--- config.mk ---
export PLATFORM = sky130hd
export DESIGN_NAME = rgb_pixel_packer
export DESIGN_NICKNAME = d
export VERILOG_FILES = /design/src/rtl/rgb_pixel_packer.sv
export SDC_FILE = /design/constraint.sdc
export NUM_CORES = 1
export LEC_CHECK = 0
export CORE_UTILIZATION = 51
export DETAILED_ROUTE_END_ITERATION = 10
export PLACE_DENSITY_LB_ADDON = 0.08
export SLEW_MARGIN = 20
export SYNTH_ARGS = -nofsm -noshare
export SYNTH_HDL_FRONTEND = slang
export SYNTH_SLANG_ARGS = --single-unit
--- constraint.sdc ---
create_clock -name aclk -period 2.8 [get_ports aclk]
set_input_delay 0.84 -clock aclk [delete_from_list [all_inputs] [get_ports aclk]]
set_output_delay 0.84 -clock aclk [all_outputs]
set_load 0.1 [all_outputs]
--- src/rtl/rgb_pixel_packer.sv ---
// Packs a stream of 24-bit RGB pixels into 32-bit AXI4-Stream words (4 pixels -> 3 words),
// carrying start-of-frame on tuser and end-of-line on tlast. Define PACKER_BGR_ORDER_EN for {b,g,r} pixel order.
module rgb_pixel_packer (
  input  logic        aclk,
  input  logic        aresetn,
  input  logic [7:0]  r,
  input  logic [7:0]  g,
  input  logic [7:0]  b,
  input  logic        valid,
  input  logic        sof,
  input  logic        eol,
  output logic        in_stream_ready,
  output logic [31:0] out_stream_tdata,
  output logic [3:0]  out_stream_tkeep,
  output logic        out_stream_tlast,
  input  logic        out_stream_tready,
  output logic        out_stream_tvalid,
  output logic        out_stream_tuser
);

  // Handshake: a pixel moves when valid && in_stream_ready; an output word moves when
  // out_stream_tvalid && out_stream_tready. The output slot is a single register, so the
  // input side only accepts when that slot is empty or draining this cycle.

  typedef enum logic [1:0] {PH0, PH1, PH2, PH3} phase_e;

  phase_e      phase_q, phase_d, eff_phase;
  logic [23:0] pix;
  logic [23:0] hold_q, hold_d;
  logic        sof_pend_q, sof_pend_d;
  logic [31:0] tdata_q, tdata_d;
  logic [3:0]  tkeep_q, tkeep_d;
  logic        tlast_q, tlast_d;
  logic        tuser_q, tuser_d;
  logic        tvalid_q, tvalid_d;
  logic        accept;
  logic        emit;
  logic [31:0] word;
  logic [3:0]  word_keep;

`ifdef PACKER_BGR_ORDER_EN
  assign pix = {b, g, r};
`else
  assign pix = {r, g, b};
`endif

  assign in_stream_ready = !aresetn && (!tvalid_q || out_stream_tready);
  assign accept          = valid && in_stream_ready;
  // A sof pixel always restarts packing at phase 0, dropping any partial hold bytes.
  assign eff_phase       = sof ? PH0 : phase_q;

  // State register
  always_ff @(posedge aclk) begin
    if (aresetn) phase_q <= PH0;
    else         phase_q <= phase_d;
  end

  // Next-state logic
  always_comb begin
    phase_d = phase_q;
    if (accept) begin
      if (eol) begin
        phase_d = PH0;
      end else begin
        case (eff_phase)
          PH0: phase_d = PH1;
          PH1: phase_d = PH2;
          PH2: phase_d = PH3;
          PH3: phase_d = PH0;
        endcase
      end
    end
  end

  // Output logic: word assembly and hold-register update
  always_comb begin
    emit      = 1'b0;
    word      = 32'h0;
    word_keep = 4'hF;
    hold_d    = hold_q;
    if (accept) begin
      case (eff_phase)
        PH0: begin
          if (eol) begin
            emit      = 1'b1;
            word      = {8'h00, pix};
            word_keep = 4'b0111;
          end else begin
            hold_d = pix;
          end
        end
        PH1: begin
          emit = 1'b1;
          word = {pix[7:0], hold_q};
          if (!eol) hold_d = {8'h00, pix[23:8]};
        end
        PH2: begin
          emit = 1'b1;
          word = {pix[15:0], hold_q[15:0]};
          if (!eol) hold_d = {16'h0000, pix[23:16]};
        end
        PH3: begin
          emit = 1'b1;
          word = {pix, hold_q[7:0]};
        end
      endcase
    end
  end

  always_comb begin
    tvalid_d   = tvalid_q;
    tdata_d    = tdata_q;
    tkeep_d    = tkeep_q;
    tlast_d    = tlast_q;
    tuser_d    = tuser_q;
    sof_pend_d = sof_pend_q;
    if (accept && sof) sof_pend_d = 1'b1;
    if (emit) begin
      tvalid_d   = 1'b1;
      tdata_d    = word;
      tkeep_d    = word_keep;
      tlast_d    = eol;
      tuser_d    = sof_pend_q || sof;
      sof_pend_d = 1'b0;
    end else if (tvalid_q && out_stream_tready) begin
      tvalid_d = 1'b0;
    end
  end

  always_ff @(posedge aclk) begin
    if (aresetn) begin
      hold_q     <= 24'h0;
      sof_pend_q <= 1'b0;
      tvalid_q   <= 1'b0;
      tdata_q    <= 32'h0;
      tkeep_q    <= 4'hF;
      tlast_q    <= 1'b0;
      tuser_q    <= 1'b0;
    end else begin
      hold_q     <= hold_d;
      sof_pend_q <= sof_pend_d;
      tvalid_q   <= tvalid_d;
      tdata_q    <= tdata_d;
      tkeep_q    <= tkeep_d;
      tlast_q    <= tlast_d;
      tuser_q    <= tuser_d;
    end
  end

  assign out_stream_tvalid = tvalid_q;
  assign out_stream_tdata  = tdata_q;
  assign out_stream_tkeep  = tkeep_q;
  assign out_stream_tlast  = tlast_q;
  assign out_stream_tuser  = tuser_q;

endmodule

==> impl_metrics.yaml, run 1 <==
finish:
  post-route-util_pct: 71.1
  final_cell_mix: "dfxtp_1, buf_4, nand2_1"
  layout.nets: 460
  diodes: 0
  final_common_cell: "dfxtp_1"
  design_area_sq_mm: 0.00431
  drive_above_1_share_pct: 24.7
  syn_to_final_growth_pct: 31.8
  finalNonFillerCells: 505
sta:
  fin_worst_skew_ps: 6.31
  setup_tns_ps: 0
  hold_viol: 0
  rsz0062_at_grt: "false"
  fin_crit_sh_pct: 94.9
  setup_violations: 0
  fin_crit_ps: 2660
  whs_ps: 462
  fmax_ghz: 0.376
  final_max_slew_viol_count: 0
  setup_ws_ps: 143
setup_path:
  required_ps: 3030
  reg2regPathDepth: 7
  critPathCaptureType: "flop"
  crit_chain: "clkdlybuf4s50_1 > nand2b_1 > inv_1 > ha_1 > buf_4 > a222oi_1 > nor2_1 > mux2_2"
  path_buf_inv: 3
  r2r-start: "phase_q[0]$_SDFFE_PP0P_"
  crit_path_max_incr_delay_ps: 510
  crit_arrival_ps: 2880
  critPathTopFamily: "buffers and inverters"
  r2r_end: "out_stream_tdata[29]$_SDFFE_PP0P_"
  cp_max_fo: 12
  crit_path_top_delay_cell: "clkdlybuf4s50_1"
  worstSetupStartpointType: "input pin"
  path_class: "input pin to flop"
  rrSetupSlack_ps: 900
min_path:
  worstHoldStart: "hold_q[21]$_SDFFE_PP0P_"
  min_path_type: "flop to flop"
  holdPathStages: 2
  min_to: "hold_q[21]$_SDFFE_PP0P_"
clocking:
  cts_sinks: 63
  hold_buffers: 0
  clk_latency_ps: 340
  clockBufferDepth: 2
  tritoncts: "built"
  path_clk_slew_ps: 60
  htreeDepth: 3
  cts-buffers-inserted: 9
  clockRootBuffer: "clkbuf_8"
logic_synthesis:
  synth_cells: 353
  synth_area_per_cell_sq_um: 9.27
  synth_enable_flop_cells: 0
  yosysUniqueCellTypes: 42
  synth_flop_cell: "dfxtp_1"
  ys_warn_count: 0
  yosysSeqAreaShare_pct: 38.6
  netlist_area_sq_mm: 0.00327
  async_flop_share_pct: 0
  ys_seq_elements: 63
detailed_routing:
  drc: 0
  drtPass1Iterations: 6
  drt-total-wl_mm: 8.72
  route.detailed.wl_per_inst_um: 17.3
  drtIter0Drc: 247
  vias: 3060
  drtAntennaViolNets: 0
  post_drt_via_cell_ratio: 6.06
floorplanning:
  core_sq_mm: 0.00606
  rows: 28
  die_h_um: 82.1
  die_x_um: 82.1
  start_util_pct: 54.0
  ioPinCount: 70
  dieArea_sq_mm: 0.00674
power_and_ir_drop:
  clockPowerShare_pct: 39.3
  p_total_mw: 2.28
  p_sw_uw: 645
  leakage_nw: 1.88
  peakVddDrop_mv: 0.444
  intPower_mw: 1.64
  swShare_pct: 28.3
  pwr-share-seq_pct: 41.8
  power_frac_comb_pct: 18.9
  power_density_mw_per_mm2: 529
run:
  drv_cap: 0
place:
  dp.cells: 489
  place.gp.congestion: 0.854
  place_hpwl_mm: 6.23
  pre_cts_ws_ps: -203
  port_buffers: 66
  place_area_sq_mm: 0.00408
grt:
  grt_pass1_vias: 2877
  overflow: 0
  grt_max_degree: 42
  grt_pass1_wl_mm: 14.1
  antenna_found_initial: 0
  track_usage_pct: 27.9
status:
  outcome: "finished, final reports clean"
flip-flops by register name, indices dropped and copies added, names as in the netlist:
signal and cells:
hold_q 24, out_stream_tdata 32, out_stream_tkeep 1, out_stream_tlast 1, out_stream_tuser 1, out_stream_tvalid 1
phase_q 2, sof_pend_q 1
routing by layer:
layer  up-vias  GRT usage (%)  part of all wire [%]
met1      1453           35.1                    44
met4         0           14.2                   1.9
met2       127           45.5                    48
met3        17           4.56                   6.0
li1       1463              -                     -
met5         -              0                     0
worst reg2reg max path, cell delays in order (launching register included):
cell and delay (ps):
dfxtp_1 310, nand2b_1 110, inv_1 70, ha_1 310, buf_4 240, a222oi_1 400, nor2_1 80, mux2_2 260
cells in the mapped netlist, types with 9 or more instances:
master | instances | area share (%)
a21oi_1 | 12 | 1.8
a222oi_1 | 16 | 4.9
a31oi_1 | 9 | 1.7
clkbuf_1 | 22 | 2.5
dfxtp_1 | 63 | 39
mux2_2 | 12 | 4.1
mux2i_1 | 16 | 4.9
nand2_1 | 32 | 3.7
nand2b_1 | 13 | 2.5
nand3_1 | 9 | 1.4
nor2_1 | 18 | 2.1
nor2b_1 | 26 | 5.0
o21ai_0 | 10 | 1.5
cell type report:
type,count,area (sq um)
fill,508,1750
clock inverter,3,65.1
tap,75,93.8
timing repair buffer,98,896
multi-input combinational,248,1820
sequential,63,1260
inverter,5,18.8
clock buffer,13,159
what timing repair did:
action | CTS | global route
endpoints found under the hold margin | 0 | 0
buffers inserted | 0 | 0
setup endpoints to repair | 0 | 1
gates resized for setup | 0 | 1
worst max-delay path by stage:
stage	slack, ps	depth (start not counted)	end	start
finish	140	8	out_stream_tdata[29]$_SDFFE_PP0P_	sof
global route	60	7	out_stream_tdata[3]$_SDFFE_PP0P_	sof
CTS	150	7	out_stream_tdata[9]$_SDFFE_PP0P_	sof
detailed placement	-200	7	out_stream_tdata[9]$_SDFFE_PP0P_	sof
global placement	-190	7	out_stream_tdata[13]$_SDFFE_PP0P_	sof
floorplan	240	3	in_stream_ready	aresetn
power groups by stage:
| stage | logic [mW] | clock network [mW] | registers, mW |
|---|---|---|---|
| floorplan | 0.175 | 0 | 1.08 |
| global placement | 0.424 | 0 | 0.972 |
| detailed placement | 0.428 | 0 | 0.972 |
| CTS | 0.430 | 0.908 | 0.952 |
| global route | 0.455 | 0.954 | 0.956 |
| finish | 0.432 | 0.896 | 0.952 |
logic make-up after synthesis:
logic type	Yosys count	share of synthesized area [%]
adder cells (fa/ha/maj)	5	1.91
buffers and inverters	44	6.46
flip-flops	63	38.6
AND/OR/NAND/NOR	107	16.6
multiplexers	32	10.9
other	1	0.115
AO/OA/AOI/OAI	101	25.5
Power figures use the tool's default switching activity.
==> inputs of run 2 (changes only) <==
Settings changed: SLEW_MARGIN 20 to 25.
==> results of run 2 <==
Final layout, timing and power as in run 1 (identical DEF).
